File: src/rtl/ahb_mtx_pkg.sv
// rtl/ahb_mtx_pkg.sv - shared AHB encodings and burst-length helper for the bus-matrix arbiter
package ahb_mtx_pkg;

  // HTRANS encodings
  typedef enum logic [1:0] {
    HTRANS_IDLE   = 2'b00,
    HTRANS_BUSY   = 2'b01,
    HTRANS_NONSEQ = 2'b10,
    HTRANS_SEQ    = 2'b11
  } htrans_e;

  // HBURST encodings
  typedef enum logic [2:0] {
    HBURST_SINGLE = 3'b000,
    HBURST_INCR   = 3'b001,
    HBURST_WRAP4  = 3'b010,
    HBURST_INCR4  = 3'b011,
    HBURST_WRAP8  = 3'b100,
    HBURST_INCR8  = 3'b101,
    HBURST_WRAP16 = 3'b110,
    HBURST_INCR16 = 3'b111
  } hburst_e;

  // Remaining-beat counter width; 15 is the largest load value.
  localparam int CNT_W = 4;

  // Beats still to come after the NONSEQ of a burst; 0 for SINGLE and undefined-length INCR.
  function automatic logic [CNT_W-1:0] burst_count(input logic [2:0] burst);
    case (burst)
      HBURST_INCR4,  HBURST_WRAP4:  return CNT_W'(3);
      HBURST_INCR8,  HBURST_WRAP8:  return CNT_W'(7);
      HBURST_INCR16, HBURST_WRAP16: return CNT_W'(15);
      default:                      return '0;
    endcase
  endfunction

endpackage

File: src/rtl/ahb_mtx_rr_picker.sv
// rtl/ahb_mtx_rr_picker.sv - combinational round-robin select starting after the last winner
module ahb_mtx_rr_picker #(
  parameter int NUM_PORTS = 3,
  parameter int PORT_W    = 2
) (
  input  logic [NUM_PORTS-1:0] req_vec,
  input  logic [PORT_W-1:0]    last,
  output logic [PORT_W-1:0]    winner,
  output logic                 valid
);

  // First requester above last wins; otherwise wrap and take the first at or below last.
  always_comb begin
    winner = '0;
    valid  = 1'b0;
    for (int j = 0; j < NUM_PORTS; j++) begin
      if (!valid && req_vec[j] && (j > int'(last))) begin
        valid  = 1'b1;
        winner = PORT_W'(j);
      end
    end
    for (int j = 0; j < NUM_PORTS; j++) begin
      if (!valid && req_vec[j] && (j <= int'(last))) begin
        valid  = 1'b1;
        winner = PORT_W'(j);
      end
    end
  end

endmodule

File: src/rtl/ahb_mtx_out_arb.sv
// rtl/ahb_mtx_out_arb.sv - AHB matrix output-stage arbiter (AHB_MTX_ARB_FIXED_PRIO_EN selects fixed priority)
module ahb_mtx_out_arb
  import ahb_mtx_pkg::*;
#(
  parameter int NUM_PORTS = 3,
  parameter int PORT_W    = 2
) (
  input  logic                 HCLK,
  input  logic                 HRESETn,
  input  logic [NUM_PORTS-1:0] req_vec,
  input  logic                 HREADYM,
  input  logic [1:0]           trans_op,
  input  logic [2:0]           burst_op,
  input  logic                 mastlock_op,
  output logic [PORT_W-1:0]    addr_in_port,
  output logic                 no_port,
  output logic [PORT_W-1:0]    data_in_port,
  output logic [NUM_PORTS-1:0] active_vec
);

  logic [CNT_W-1:0]  beat_cnt;
  logic [CNT_W-1:0]  cnt_nxt;
  logic              hold_grant;
  logic [PORT_W-1:0] last_port;
  logic [PORT_W-1:0] pick_idx;
  logic              pick_valid;

  ahb_mtx_rr_picker #(
    .NUM_PORTS (NUM_PORTS),
    .PORT_W    (PORT_W)
  ) u_picker (
    .req_vec (req_vec),
    .last    (last_port),
    .winner  (pick_idx),
    .valid   (pick_valid)
  );

`ifdef AHB_MTX_ARB_FIXED_PRIO_EN
  // Searching from "after the top port" makes the picker lowest-index-wins.
  assign last_port = PORT_W'(NUM_PORTS - 1);
`else
  // Remember the last winner so the next search starts just after it.
  always_ff @(posedge HCLK or negedge HRESETn) begin
    if (!HRESETn) begin
      last_port <= PORT_W'(NUM_PORTS - 1);
    end else if (HREADYM && !hold_grant && pick_valid) begin
      last_port <= pick_idx;
    end
  end
`endif

  // Beat count after the transfer currently in its address phase is accepted.
  always_comb begin
    cnt_nxt = beat_cnt;
    if (!no_port) begin
      case (trans_op)
        HTRANS_NONSEQ: cnt_nxt = burst_count(burst_op);
        HTRANS_SEQ:    if (beat_cnt != '0) cnt_nxt = beat_cnt - CNT_W'(1);
        HTRANS_BUSY:   cnt_nxt = beat_cnt;
        default:       cnt_nxt = '0;
      endcase
    end
  end

  // The count is judged after this edge so the NONSEQ opening a fixed burst already holds,
  // and an IDLE or SINGLE NONSEQ that ends a burst early releases the grant at once.
  assign hold_grant = (cnt_nxt != '0) ||
                      (!no_port && (mastlock_op ||
                                    trans_op == HTRANS_BUSY ||
                                    trans_op == HTRANS_SEQ));

  // Grant, data-phase select and burst count advance only while the output is ready.
  always_ff @(posedge HCLK or negedge HRESETn) begin
    if (!HRESETn) begin
      addr_in_port <= '0;
      no_port      <= 1'b1;
      data_in_port <= '0;
      beat_cnt     <= '0;
    end else if (HREADYM) begin
      beat_cnt     <= cnt_nxt;
      data_in_port <= addr_in_port;
      if (!hold_grant) begin
        if (pick_valid) begin
          addr_in_port <= pick_idx;
          no_port      <= 1'b0;
        end else begin
          no_port      <= 1'b1;
        end
      end
    end
  end

  // One-hot owner of the address phase, empty while no port is granted.
  always_comb begin
    active_vec = '0;
    if (!no_port) begin
      for (int j = 0; j < NUM_PORTS; j++) begin
        if (addr_in_port == PORT_W'(j)) active_vec[j] = 1'b1;
      end
    end
  end

endmodule

File: config.mk
export PLATFORM = sky130hd
export DESIGN_NAME = ahb_mtx_out_arb
export DESIGN_NICKNAME = d
export VERILOG_FILES = /design/src/rtl/ahb_mtx_pkg.sv /design/src/rtl/ahb_mtx_rr_picker.sv /design/src/rtl/ahb_mtx_out_arb.sv
export SDC_FILE = /design/constraint.sdc
export NUM_CORES = 1
export LEC_CHECK = 0
export ABC_AREA = 1
export CAP_MARGIN = 20
export CORE_MARGIN = 1.5
export CORE_UTILIZATION = 30
export CTS_BUF_LIST = sky130_fd_sc_hd__clkbuf_2 sky130_fd_sc_hd__clkbuf_4 sky130_fd_sc_hd__clkbuf_8
export DETAILED_ROUTE_END_ITERATION = 10
export HOLD_SLACK_MARGIN = 0.05
export SKIP_CTS_REPAIR_TIMING = 1
export SYNTH_ARGS = -nofsm -noshare
export SYNTH_HDL_FRONTEND = slang
export SYNTH_SLANG_ARGS = --single-unit
File: constraint.sdc
create_clock -name HCLK -period 4.3 [get_ports HCLK]
set_clock_uncertainty 0.05 [all_clocks]
set_input_delay 1.075 -clock HCLK [delete_from_list [all_inputs] [get_ports HCLK]]
set_output_delay 1.075 -clock HCLK [all_outputs]
set_load 0.005 [all_outputs]
### Yosys cells after proc, flatten, opt, wreduce, memory -nomap -nowiden

Index checks and enable logic that the tools add are counted.

* add/subtract/negate cells: 1
* reduce and logical (&&, ||, !) cells: 28
* equality and inequality tests: 11
* bitwise logic cells: 1
* order comparisons: 4
* multiplexer cells: 19

Operators with widths (count)
* $pmux 4 s3: 2
* $eq 3x3->1 const B: 4
* $logic_and 1x1->1: 11
* $mux 1: 10
* $mux 2: 4
* $mux 4: 2
* $reduce_bool 4->1: 2
* $eq 2x2->1 const B: 3
* $eq 3x2->1 const B: 2
* $logic_not 1->1: 6
* $reduce_or 2->1: 3
* $eq 2x1->1 const B: 2
* $sub 4x1->4 const B: 1
* $logic_or 1x1->1: 3
* $mux 3: 1
* $reduce_and 3->1: 1
* $gt 1x2->1 const A: 1
* $gt 2x2->1 const A: 1
* $le 1x2->1 const A: 1
* $le 2x2->1 const A: 1
* $logic_not 2->1: 1
* $reduce_and 2->1: 1
* $not 1->1: 1

* input port bits: 12
* register bits after elaboration: 11
* word-level logic and storage cells: 69
* output and inout port bits: 8

### Logic depth before layout (Yosys ltp)

* depth in word-level cells: 19
* mapped depth: 13
* depth with buffers taken out: 13

### By module

From an unflattened synthesis, not the netlist that was laid out.

* cells, all modules: 122
* area, all modules: 789.5 µm²

Modules (own cells, without submodules)
* ahb_mtx_out_arb: cells each 110, times used 1, seq. area each 252.7 µm², area an instance 739.5 µm²
* ahb_mtx_rr_picker: cells each 12, times used 1, seq. area each 0.0 µm², area an instance 50.0 µm²

### Worst setup path before layout

Ideal clock, no wire load.

* path type: input-to-reg
* start point: input port burst_op[2]
* end point: register addr_in_port[1]
* data required time: 4.131 ns
* buffers on the path: 0
* arrival time: 1.797 ns
* cell stages on the path: 8
* slack: 2.335 ns
* setup time: 0.119 ns
* path through: nor2_1 -> nor2_1 -> nor2_1 -> a21oi_4 -> nor2_4 -> nand3_2 -> nand2_1 -> nand2_1

* cells in the longest elaborated chain, start to end: 9
* elaborated cells on any way between the ends: 16
* classes of those cells: eq/ne: 6; mux: 3; bitwise: 1; reduce/logical: 6

Ends and longest elaborated chain
* start: declaration: line ahb_mtx_out_arb.sv:13 `input logic [2:0] burst_op,`
* $eq 3x3->1 or $eq 3x2->1 (tied branches): line ahb_mtx_pkg.sv:29 `case (burst)`
* $reduce_or 2->1: line ahb_mtx_pkg.sv:29
* $pmux 4 s3 *: line ahb_mtx_pkg.sv:29
* $pmux 4 s3 *: line ahb_mtx_out_arb.sv:56 `case (trans_op)`
* $mux 4 *: line ahb_mtx_out_arb.sv:55 `if (!no_port) begin`
* $reduce_bool 4->1 *: line ahb_mtx_out_arb.sv:67 `assign hold_grant = (cnt_nxt != '0) ||`
* $logic_or 1x1->1 *: line ahb_mtx_out_arb.sv:67
* $not 1->1 (no source line) *
* $reduce_and 3->1 (no source line) *
* end signal: assignment: line ahb_mtx_out_arb.sv:84 `addr_in_port <= pick_idx;`
* end: declaration: line ahb_mtx_out_arb.sv:15 `output logic [PORT_W-1:0] addr_in_port,`

Mark *: on every way between the ends. The rest lies on a longest branch, timed or not.
A chain may end at the register's enable or synchronous reset.

### Worst setup path in the final report

* start point: register no_port
* end point: output port no_port

RTL lines
* start: declaration: line ahb_mtx_out_arb.sv:16 `output logic no_port,`
* start signal: assignment: line ahb_mtx_out_arb.sv:76 `no_port <= 1'b1;`
* start signal: assignment: line ahb_mtx_out_arb.sv:85 `no_port <= 1'b0;`
* start signal: assignment: line ahb_mtx_out_arb.sv:87 `no_port <= 1'b1;`

No word-level cell between the ends.

==> flow_metrics.py <==
metrics = {
    "status": {
        "outcome": "finished clean",
    },
    "finish": {
        "final_cells": 165,
        "synthToLayoutAreaGrowth_pct": 29.9,
        "fill_cells": 267,
        "multiInputGateArea_um2": 438,
        "num-nets-final": 149,
        "seq_area_um2": 253,
        "mostFrequentLayoutCells": "nand2_1 (36), clkdlybuf4s50_1 (18), nor2_1 (14)",
        "layout-drive-gt1-share_pct": 17.0,
        "layout_commonest_cell": "nand2_1",
        "diodes": 0,
    },
    "clock_network": {
        "path_clk_slew_ns": 0.07,
        "numCtsBuffers": 3,
        "cts_buffer_depth": 2,
        "clock_latency_ns": 0.26,
        "clock_sinks": 10,
        "cts_tree": "done",
        "cts_root_buffer": "clkbuf_4",
        "h-tree-depth": 1,
    },
    "timing": {
        "fin_crit_ns": 2.56,
        "final-hold-violation-count": 0,
        "setup_tns_ns": 0,
        "setup_viol": 0,
        "fin_ws_ns": 1.74,
        "fmax_mhz": 390,
        "finalMaxSlewViolations": 0,
        "worst_hold_slack_ns": 0.420,
        "max_slew_margin_pct": 70.3,
        "min_period_over_period_pct": 59.6,
        "tightest_slew_ns": 0.444,
        "rsz0062_at_grt": "false",
    },
    "global_routing": {
        "grt_pass1_vias": 661,
        "grt_max_degree": 13,
        "antenna_found_initial": 0,
        "overflow": 0,
        "grt_usage_pct": 12.5,
        "grt_pass1_wl_um": 2660,
    },
    "critical_path": {
        "slowest_delay_ns": 0.65,
        "critical_path_peak_fanout": 11,
        "crit_path_top_delay_cell": "dfstp_2",
        "reg2reg_to": "addr_in_port[1]",
        "cp.arrival_ns": 1.44,
        "crit_chain": "clkdlybuf4s50_1",
        "cp-end-kind": "output port",
        "reg2reg_depth": 13,
        "r2r_slack_ns": 2.55,
        "r2r_start": "beat_cnt[0]",
        "critical_path_buf_inv_count": 1,
        "required_ns": 3.17,
        "crit_path_start_kind": "flop",
        "critPathTopFamily": "flip-flops",
        "worstSetupPathType": "reg -> out",
    },
    "power": {
        "p_seq_share_pct": 34.6,
        "switching_share_pct": 36.1,
        "switchingPower_mw": 0.164,
        "p_int_mw": 0.291,
        "power_frac_comb_pct": 47.5,
        "power_density_nw_per_um2": 453,
        "ir_drop_v": 0.000267,
        "p_leak_nw": 0.482,
        "clkPwrFrac_pct": 17.9,
        "total_power_mw": 0.455,
    },
    "place": {
        "dp.cells": 161,
        "port-buffer-count": 18,
        "place_congestion": 0.761,
        "hpwlAfterDp_um": 1250,
        "pre_cts_slack_ns": 1.62,
    },
    "synthesis": {
        "ys_warn_count": 0,
        "syn_area_per_cell_um2": 6.67,
        "ys_seq_elements": 10,
        "yosysSeqAreaShare_pct": 32.7,
        "syn_nets": 129,
        "synthCells": 116,
        "yosysUniqueCellTypes": 25,
        "synth_area_um2": 773,
    },
    "detailed_routing": {
        "drt_pass1_iterations": 4,
        "drt-vias-per-instance": 4.61,
        "routed_wl_um": 1530,
        "first_iter_violations": 3,
        "ant_nets": 0,
        "drc": 0,
        "dr_total_vias": 760,
        "route.detailed.wl_per_inst_um": 9.28,
    },
    "flow_run": {
        "drv_cap": 0,
    },
    "floorplan": {
        "rows": 18,
        "io_pins": 20,
        "dieHeight_um": 53.8,
        "die_w_um": 53.8,
        "coreArea_um2": 2450,
        "die_area_um2": 2890,
        "initial_utilization_pct": 31.5,
    },
    "worst_hold_path": {
        "holdPathStages": 2,
        "hold_end": "last_port[1]",
        "worstHoldPathType": "reg -> reg",
        "hp-start": "last_port[1]",
    },
}
[per-layer routing]
| metal | wire length, um | share of wire [%] | track usage (%) |
|---|---|---|---|
| met1 | 706 | 46 | 14.3 |
| met2 | 727 | 47 | 22.2 |
| met3 | 84 | 5.5 | 1.94 |
| met4 | 13 | 0.85 | 6.41 |
| met5 | 0 | 0 | 0 |
[how the worst max path moves through the flow]
stage / from / end / slack, ns / cells past startpoint
after floorplan: burst_op[2] / addr_in_port[1] / 2.33 / 8
after global placement: trans_op[0] / last_port[0] / 1.63 / 10
after detailed placement: trans_op[0] / last_port[0] / 1.62 / 10
after CTS: no_port / no_port / 1.71 / 1
after global routing: last_port[0] / active_vec[2] / 1.64 / 4
final: no_port / no_port / 1.74 / 1
[area by class of cell]
type,count,share of cell area [%]
inverter,16,5.98
clock buffer,4,3.61
multi-input combinational,87,43.6
timing repair buffer,18,17.9
sequential,10,25.2
tap,30,3.74
[synth_stat cells, drive strengths merged]
cell	number	area (um^2)
nand2	42	173
nor2	17	81.3
inv	16	60.1
nand3	13	75.1
dfrtp	8	200
o21ai	4	20.0
a21oi	2	21.3
buf	2	18.8
dfstp	2	52.6
nand4	2	12.5
nor3	2	10.0
a31oi	1	6.26
clkbuf	1	3.75
ha	1	12.5
mux2	1	11.3
o21a	1	7.51
o31ai	1	7.51
[stage by stage]
step | util [%] | cell area, um^2
6_report | 40.9 | 1000
4_1_cts | 40.9 | 1000
5_1_grt | 40.9 | 1000
3_3_place_gp | 39.4 | 968
2_1_floorplan | - | 773
3_5_place_dp | 39.4 | 968
[cells by family (layout without fill, tap and decap cells)]
kind of cell               Yosys count  in the layout  share of synthesized area (%)
adders and majority gates            1              1                           1.62
muxes                                1              1                           1.46
DFF                                 10             10                           32.7
and+or+nand+nor                     76             76                           45.5
AOI/OAI and AO/OA                    9              9                           8.09
buffers and inverters               19             38                           10.7
[flip-flops by register name, summed over array words and instances, names as in the netlist]
signal,cells
no_port,1
last_port,2
addr_in_port,1
beat_cnt,4
data_in_port,2
[power groups by stage]
stage          Combinational (mW)  Clock [mW]  Sequential [mW]
3_3_place_gp                0.216           0            0.159
4_1_cts                     0.219      0.0862            0.158
6_report                    0.216      0.0816            0.158
3_5_place_dp                0.218           0            0.160
2_1_floorplan               0.139           0            0.150
5_1_grt                     0.245      0.0888            0.164
No activity file was read; power rests on OpenSTA's default activity.
